### src/rtl/rb_ctx_ctrl.sv
// Register bank context controller: passes CPU accesses to the bank when idle and
// runs one-register-per-cycle SAVE / RESTORE / CLEAR sequences while stalling the CPU.
module rb_ctx_ctrl #(
   parameter int NREG = 8,
   parameter int DW   = 16,
   parameter int AW   = 4
) (
   input  logic              clk,
   input  logic              rst_n,
   input  logic              cpu_rw_in,
   input  logic [3*AW-1:0]   cpu_rs_in,
   input  logic [DW-1:0]     cpu_d_in,
   output logic              cpu_stall_out,
   input  logic              cmd_valid_in,
   input  logic [1:0]        cmd_op_in,
   output logic              cmd_ready_out,
   output logic              done_out,
   output logic              rb_rw_out,
   output logic [3*AW-1:0]   rb_rs_out,
   output logic [DW-1:0]     rb_d_out,
   input  logic [DW-1:0]     rb_a_in
);

   typedef enum logic {
      IDLE,
      RUN
   } state_e;

   typedef enum logic [1:0] {
      OP_SAVE    = 2'b00,
      OP_RESTORE = 2'b01,
      OP_CLEAR   = 2'b10,
      OP_NOP     = 2'b11
   } op_e;

   localparam logic [AW-1:0] IDX_LAST = AW'(NREG - 1);
   localparam logic [AW-1:0] HID_BASE = AW'(NREG);

   state_e        state, state_next;
   op_e           op, op_next;
   logic [AW-1:0] idx, idx_next;
   logic          done_next;
   logic [AW-1:0] hid_idx;

   assign hid_idx = HID_BASE + idx;

   always_ff @(posedge clk or negedge rst_n) begin
      if (!rst_n) begin
         state    <= IDLE;
         op       <= OP_NOP;
         idx      <= '0;
         done_out <= 1'b0;
      end else begin
         state    <= state_next;
         op       <= op_next;
         idx      <= idx_next;
         done_out <= done_next;
      end
   end

   // Handshake in IDLE latches the op; NOP completes without entering RUN.
   always_comb begin
      state_next = state;
      op_next    = op;
      idx_next   = idx;
      done_next  = 1'b0;
      case (state)
         IDLE: begin
            if (cmd_valid_in) begin
               op_next  = op_e'(cmd_op_in);
               idx_next = '0;
               if (op_e'(cmd_op_in) == OP_NOP) begin
                  done_next = 1'b1;
               end else begin
                  state_next = RUN;
               end
            end
         end
         RUN: begin
            if (idx == IDX_LAST) begin
               state_next = IDLE;
               idx_next   = '0;
               done_next  = 1'b1;
            end else begin
               idx_next = idx + 1'b1;
            end
         end
         default: state_next = IDLE;
      endcase
   end

   // The a port reads the source register combinationally, so each copy is a
   // read-then-write within a single cycle.
   always_comb begin
      cpu_stall_out = 1'b0;
      cmd_ready_out = 1'b1;
      rb_rw_out     = cpu_rw_in;
      rb_rs_out     = cpu_rs_in;
      rb_d_out      = cpu_d_in;
      if (state == RUN) begin
         cpu_stall_out = 1'b1;
         cmd_ready_out = 1'b0;
         rb_rw_out     = 1'b1;
         case (op)
            OP_SAVE: begin
               rb_rs_out = {hid_idx, idx, idx};
               rb_d_out  = rb_a_in;
            end
            OP_RESTORE: begin
               rb_rs_out = {idx, hid_idx, hid_idx};
               rb_d_out  = rb_a_in;
            end
            OP_CLEAR: begin
               rb_rs_out = {idx, {AW{1'b0}}, {AW{1'b0}}};
               rb_d_out  = '0;
            end
            default: begin
               rb_rw_out = 1'b0;
               rb_rs_out = '0;
               rb_d_out  = '0;
            end
         endcase
      end
   end

endmodule

### config.mk
export PLATFORM = sky130hd
export DESIGN_NAME = rb_ctx_ctrl
export DESIGN_NICKNAME = d
export VERILOG_FILES = /design/src/rtl/rb_ctx_ctrl.sv
export SDC_FILE = /design/constraint.sdc
export NUM_CORES = 1
export LEC_CHECK = 0
export BUFFER_PORTS_ARGS = -buffer_cell sky130_fd_sc_hd__buf_2
export CELL_PAD_IN_SITES_DETAIL_PLACEMENT = 1
export CELL_PAD_IN_SITES_GLOBAL_PLACEMENT = 1
export CORE_MARGIN = 1.5
export CORE_UTILIZATION = 22
export CTS_CLUSTER_SIZE = 40
export DETAILED_ROUTE_END_ITERATION = 8
export PLACE_DENSITY = 0.86
export SETUP_SLACK_MARGIN = 0.1
export SYNTH_ARGS = -nofsm -noshare
export SYNTH_HDL_FRONTEND = slang
export SYNTH_SLANG_ARGS = --single-unit
### constraint.sdc
create_clock -name clk -period 2.53 [get_ports clk]
set_input_delay 0 -clock clk [delete_from_list [all_inputs] [get_ports clk]]
set_output_delay 0 -clock clk [all_outputs]
set_load 0.1 [all_outputs]
Yosys cells after proc, flatten, opt, wreduce, memory -nomap -nowiden
Index checks and enable logic that the tools add are counted.
{ "word_totals": {"register_bits": 8, "in_bits": 50, "wordCells": 35} }
{ "classes": {"n_addsub": 2, "n_eq_ne": 5, "mux": 19, "bitwise": 1, "n_reduce_logical": 4} }
{ "ops": {"columns": ["operator", "n"], "rows": [
  ["case mux 12 bit (3 select lines)", 1],
  ["2-to-1 mux 16 bit", 2],
  ["2-to-1 mux 12 bit", 1],
  ["2-to-1 mux 1 bit", 10],
  ["2-to-1 mux 4 bit", 2],
  ["case mux 4 bit (2 select lines)", 1],
  ["adder 4 x 1 -> 4 bit (second input constant)", 1],
  ["adder 4 bit (first input constant)", 1],
  ["equality test 2 bit (second input constant)", 2],
  ["equality test 4 x 3 -> 1 bit (second input constant)", 1],
  ["case mux 1 bit (2 select lines)", 2],
  ["OR reduction 3 bit", 1],
  ["equality test 2 x 1 -> 1 bit (second input constant)", 1],
  ["logical NOT 2 bit", 1],
  ["inequality test 2 bit (second input constant)", 1],
  ["AND reduction 2 bit", 1],
  ["OR reduction 2 bit", 1],
  ["NOT 1 bit", 1]
]} }

Logic depth before layout (Yosys ltp)
Gate-level depths: netlist of the first run.
{ "depth": {"word_depth": 4, "mapped_depth": 6, "depth_no_buf": 4} }

Least setup slack after synthesis of the first run
OpenSTA, ideal clock, no wires.
{ "synth_path": {"path_kind": "register -> output", "startpoint": "reg state", "endpoint": "out rb_rs_out[10]", "t_arrival_ns": 3.363, "required_ns": 2.530, "setup_slack_ns": -0.833, "stages_incl_launch_ff": 4, "n_path_buf": 2, "path_cell_list": "dfrtp_1 -> buf_4 -> clkbuf_1 -> o21ai_0"} }
{ "synth_between": {"elab_chain_len": 1} }
{ "synth_rtl": {"columns": ["element", "line_no", "rtl"], "rows": [
  ["from (decl)", "39", "state_e state, state_next;"],
  ["from (signal assigned)", "54", "state <= state_next;"],
  ["2-to-1 mux 12 bit", "100", "if (state == RUN) begin"],
  ["to (decl)", "19", "output logic [3*AW-1:0] rb_rs_out,"]
]} }
Every way passes these cells.

Final worst setup path of the first run
{ "layout_path": {"startpoint": "reg op[0]", "endpoint": "out rb_rs_out[11]"} }
{ "layout_between": {"elab_chain_len": 3} }
{ "layout_rtl": {"columns": ["element", "line_no", "rtl"], "rows": [
  ["from (decl)", "40", "op_e op, op_next;"],
  ["from (signal assigned)", "55", "op <= op_next;"],
  ["equality test 2 bit, or another cell as far along", "104", "case (op)"],
  ["case mux 12 bit (3 select lines) (*)", "104", null],
  ["2-to-1 mux 12 bit (*)", "100", null]
]} }
Every way passes the cells marked *; elsewhere a longest branch is shown, timed or not.

==> results of run 1 <==
-- through the flow --
step / worst slack (ps) / util [%]
3_5_place_dp: 1150 / 49.3
2_1_floorplan: -111 / -
3_3_place_gp: 1170 / 49.3
6_report: 856 / 50.8
5_1_grt: 753 / 50.8
4_1_cts: 854 / 50.8
-- cells by family (layout without fill, tap and decap cells) --
| logic type | Yosys count | in the layout | share of synthesized area (%) |
|---|---|---|---|
| mux | 2 | 2 | 3.14 |
| compound gates | 35 | 35 | 34.7 |
| flops | 8 | 8 | 28.2 |
| simple gates | 25 | 25 | 17.4 |
| fa+ha+maj | 1 | 1 | 1.74 |
| xor+xnor | 2 | 2 | 2.44 |
| buf+inv | 21 | 103 | 12.4 |
-- flip-flops by register name (all words and copies together) (netlist names) --
signal / count
idx: 4
op: 2
done_out: 1
state: 1
-- worst min-delay path by stage --
stage	from	slack, ps	cells past startpoint	end
2_1_floorplan	rst_n	-300	0	done_out$_DFF_PN0_
3_3_place_gp	rst_n	-150	1	done_out$_DFF_PN0_
3_5_place_dp	rst_n	-150	1	done_out$_DFF_PN0_
4_1_cts	cmd_op_in[1]	20	2	done_out$_DFF_PN0_
5_1_grt	cmd_op_in[1]	20	2	op[1]$_DFFE_PN1P_
6_report	cmd_op_in[1]	10	2	done_out$_DFF_PN0_
-- per-layer routing --
layer / up-vias / share of wire [%] / global-route usage, %
li1: 498 / - / -
met1: 493 / 37 / 21.7
met2: 52 / 52 / 34.8
met3: 9 / 8.4 / 5.63
met4: 0 / 2.8 / 8.57
met5: - / 0 / 0
-- Yosys cell counts, drive strengths merged (2+ instances only) --
library cell	n	share of area, %
a22o	15	18
buf	4	3.5
clkbuf	3	1.6
dfrtp	6	21
dfstp	2	7.3
inv	14	7.3
mux2	2	3.1
nand2	9	4.7
nand3	8	5.6
nand3b	2	2.1
nor2	2	1.0
nor2b	2	1.7
o21ai	14	9.8
-- area by class of cell --
class	instances	area share, %
flip-flops and latches	8	13.0
multi-input cells	65	28.2
clock buffers	4	1.68
repair buffers	85	50.3
inverters	14	3.36
well taps	44	3.52
-- cell usage in the layout, fill, tap and decap left out --
cell type / n
o21ai_2: 1
dfstp_2: 2
and3b_1: 1
inv_2: 1
inv_1: 13
xnor2_1: 1
a22o_1: 12
xor2_1: 1
buf_12: 23
a31o_2: 1
nand2_1: 9
dfrtp_1: 6
dlygate4sd3_1: 2
or4_1: 1
clkbuf_4: 3
o21ai_0: 2
nand3b_1: 2
nand3_1: 8
a31oi_2: 1
buf_4: 2
nor2b_1: 2
a22o_2: 3
o21a_1: 1
a32o_1: 1
mux2_2: 2
o21ai_1: 11
nor2_1: 2
clkbuf_1: 1
ha_1: 1
o31ai_1: 1
buf_2: 58
o211ai_1: 1
-- worst reg2reg max path, stage by stage (launching register included) --
cell and delay [ps]:
dfrtp_1 410, buf_4 230, nor2b_1 300, mux2_2 400
==> out/qor.yml, run 1 <==
outcome: "completed"
pin_count: 82
critPathLaunch: "op[0]$_DFFE_PN1P_"
drive_above_1_share_pct: 55.1
grt_usage_pct: 19.7
r2r_slack_ps: 1110
ys.flop_type: "dfrtp_1"
finalWeightedCongestion: 0.730
globalRouteOverflowTotal: 0
cts_buffers: 3
grt_max_degree: 25
whs_ps: 12.7
reg2reg_from: "state$_DFF_PN0_"
finalCriticalPeriod_ps: 1670
synthArstFlopShare_pct: 100
grt_pass1_vias: 1044
drt_iter0_markers: 32
post_cts_resize_count: 0
drt_pass1_iterations: 4
post_dp_cell_area_um2: 1520
r2r_cells: 3
rsz0062_at_grt: "no"
coreArea_um2: 3080
fp-row-count: 20
min_path_type: "in2reg"
antenna_found_initial: 0
postCtsSetupBuffers: 0
relSlewSlack_pct: 67.0
cts_sinks: 8
cts_hold_buf: 2
worstMarginPinSlew_ps: 498
nets: 228
htree_levels: 1
setup_violations: 0
drv_cap: 0
num_antenna_cells: 0
cp-endpoint: "rb_rs_out[11]"
start_kind: "register"
die_w_um: 60.1
hold_violations: 0
ant_nets: 0
worst_ep_required_time_ps: 2530
slew_violations: 0
ys_ff_latch: 8
fin_area_um2: 1560
synth_cell_types: 26
die_h_um: 60.1
multiInputGateArea_um2: 440
syn2layout_area_growth_pct: 118
vias: 1052
crit_path_end_kind: "output port"
synth.avg_cell_area_um2: 7.64
synthCells: 94
final.setup.tns_ps: 0
synth_seq_area_share_pct: 28.2
cts_tree: "built"
fin_cells: 220
cp_slowest_cell: "dfstp_2"
grt_pass1_wl_um: 5220
finalCritPeriodShare_pct: 66.2
ctsLongestPathBuffers: 2
fp.dieArea_um2: 3620
fmax_mhz: 597
path_buf_inv: 1
io_buffers: 81
synth_fp_nets: 145
wl_per_cell_um: 16.0
critPathKind: "reg2out"
path_depth: 4
critPathMaxFanout: 5
fin_skew_ps: 4.73
start_util_pct: 23.3
synth_edf_count: 0
dpl.hpwl_um: 2980
arrival_ps: 1670
regArea_um2: 203
synthesis.area_um2: 718
routed_via_density: 4.78
drt-total-wl_um: 3520
clk_pin_slew_ps: 60
cp_cell_sequence: "xor2_1 > o211ai_1 > o21a_1 > buf_2"
drc: 0
num-fill-cells: 381
clk_latency_ps: 270
critical-path-top-delay-family: "flip-flops"
r2r_end: "op[0]$_DFFE_PN1P_"
dp_cells: 214
ys_warn_count: 0
slowest_delay_ps: 590
cts.root.buffer_cell: "clkbuf_4"
Power of run 1 is not shown: default switching activity piles up to over one toggle a cycle in this logic, so the estimate is an artifact.
==> inputs of run 2 (changes only) <==
CORE_UTILIZATION = 18   (was 22)
PLACE_DENSITY = 0.76   (was 0.86)
clock period = 1.4 ns   (was 2.53 ns; I/O delays follow)
==> run 2 against run 1 <==
Against the previous run: the run now ends with negative setup slack left; sequential share of layout area down 3.9 points; die area increased by 21%; first-iteration DRC count grew 3.1%; via count increased by 10%; register-to-register slack worse by 1100 ps; critical path depth rose by 1; worst setup slack worse by 970 ps; non-clock buffer count is 16 higher; largest cell class unchanged.
==> out/qor.yml, run 2 (synthesis gave the netlist of run 1 again) <==
outcome: "complete, but fails checks"  # was completed
violations: "negative setup slack"
slew_violations: 0  # unchanged
worstMarginPinSlew_ps: 486  # was 498 ps
setup_violations: 27  # was 0
grt_usage_pct: 19.1  # was 19.7%
dpl.hpwl_um: 3330  # was 2980 um
cts_tree: "built"  # unchanged
coreArea_um2: 3740  # was 3080 um2
num_antenna_cells: 0  # unchanged
clk_pin_slew_ps: 40  # was 60 ps
io_buffers: 81  # unchanged
fp.dieArea_um2: 4380  # was 3620 um2
critPathMaxFanout: 3  # was 5
die_w_um: 66.2  # was 60.1 um
drt-total-wl_um: 4390  # was 3520 um
drt_pass1_iterations: 4  # unchanged
dp_cells: 226  # was 214
grt_pass1_vias: 1223  # was 1,044
fmax_mhz: 660
die_h_um: 66.2  # was 60.1 um
htree_levels: 1  # unchanged
vias: 1160  # was 1,052
drc: 0  # unchanged
ctsLongestPathBuffers: 2  # unchanged
pin_count: 82  # unchanged
antenna_found_initial: 0  # unchanged
fin_skew_ps: 7.70  # was 4.73 ps
finalWeightedCongestion: 0.735  # was 0.730
globalRouteOverflowTotal: 0  # unchanged
grt_pass1_wl_um: 6110  # was 5220 um
final_common_cell: "buf_2"  # unchanged
met3_usage_pct: 6.98  # was 5.63%
final_cell_mix: "50 x buf_2, 33 x buf_12, 15 x a22o_4"  # was 58 x buf_2, 23 x buf_12, 13 x inv_1
largest-register: "idx"  # unchanged
crit_path_end_kind: "output port"  # unchanged
final.setup.tns_ps: -2090  # was 0 ps
cp_slowest_cell: "dfstp_2"  # unchanged
syn2layout_area_growth_pct: 217  # was 118%
finalCriticalPeriod_ps: 1510
wl_per_cell_um: 18.3  # was 16.0 um
hold_violations: 0  # unchanged
start_kind: "register"  # unchanged
relSlewSlack_pct: 67.8  # was 67.0%
grt_max_degree: 24  # was 25
fp-row-count: 22  # was 20
largest_register_ffs: 4  # unchanged
fin_cells: 240  # was 220
cp_cell_sequence: "buf_4 > nand3b_1 > o211ai_1 > o21a_4 > buf_12"  # was xor2_1 > o211ai_1 > o21a_1 > buf_2
rsz0062_at_grt: "yes"  # was no
slowest_delay_ps: 570  # was 590 ps
groute.layer.met1.usage_pct: 19.3  # was 21.7%
gr-usage-met2_pct: 36.1  # was 34.8%
cts_sinks: 8  # unchanged
nets: 244  # was 228
whs_ps: 45.6  # was 12.7 ps
drv_cap: 0  # unchanged
grt_most_used_layer: "met2"  # unchanged
routed_via_density: 4.83  # was 4.78
clk_latency_ps: 240  # was 270 ps
start_util_pct: 19.2  # was 23.3%
drt_iter0_markers: 33  # was 32
worst_slack_ps: -114  # was 856 ps
top_regs: "idx x4, op x2"  # unchanged
num-fill-cells: 388  # was 381
drive_above_1_share_pct: 78.1  # was 55.1%
arrival_ps: 1510  # was 1670 ps
critPathKind: "reg2out"  # unchanged
finalCritPeriodShare_pct: 108
cts.root.buffer_cell: "clkbuf_8"  # was clkbuf_4
cts_buffers: 3  # unchanged
ant_nets: 0  # unchanged
min_path_type: "in2reg"  # unchanged
worst_ep_required_time_ps: 1400  # was 2530 ps
==> run 2: final timing paths <==
check / endpoint / cells past startpoint / start / slack (ps)
min in group asynchronous: idx[1]$_DFFE_PN0P_ / 2 / rst_n / 140
max reg2reg: op[0]$_DFFE_PN1P_ / 4 / state$_DFF_PN0_ / 10
max: rb_rs_out[11] / 5 / op[0]$_DFFE_PN1P_ / -110
min: op[0]$_DFFE_PN1P_ / 2 / cmd_op_in[0] / 50
max in group asynchronous: op[1]$_DFFE_PN1P_ / 2 / rst_n / 1010
min reg2reg: idx[1]$_DFFE_PN0P_ / 3 / idx[1]$_DFFE_PN0P_ / 610
==> run 2: layout make-up <==
cell class	count	area [um2]	share of cell area (%)
Clock buffer	4	45.0	1.98
Inverter	14	52.6	2.31
Multi-Input combinational cell	65	818	35.9
Sequential cell	8	206	9.07
Tap cell	48	60.1	2.64
Timing Repair Buffer	101	1090	48.1
==> run 2: critical path, delay by kind of cell, from the launching register on <==
kind | cells | cell delay (ps)
and+or+nand+nor | 1 | 120
DFF | 1 | 570
AOI/OAI and AO/OA | 2 | 290
buffers and inverters | 2 | 290
==> run 2: routing by layer <==
| layer | part of all wire (%) | vias to the layer above |
|---|---|---|
| li1 | - | 532 |
| met1 | 35 | 557 |
| met2 | 54 | 62 |
| met3 | 9.5 | 9 |
| met4 | 1.5 | 0 |
| met5 | 0 | - |
==> run 2: repair_timing <==
action                                  CTS  global route
pin swaps                                 3             4
resized for setup                        13             9
hold buffers                              2             0
buffers inserted                          6             1
cloned                                    0             2
hold endpoints to repair                  9             0
endpoints found under the setup margin   28            31
==> run 2: stage by stage <==
step	worst slack [ps]	instance area [um2]	util [%]
floorplan	-184	1090	-
global placement	144	2020	54.0
detailed placement	106	2020	54.0
CTS	-110	2190	58.4
global route	-168	2280	60.8
finish	-114	2280	60.8
Power of run 2 is left out for the same reason.
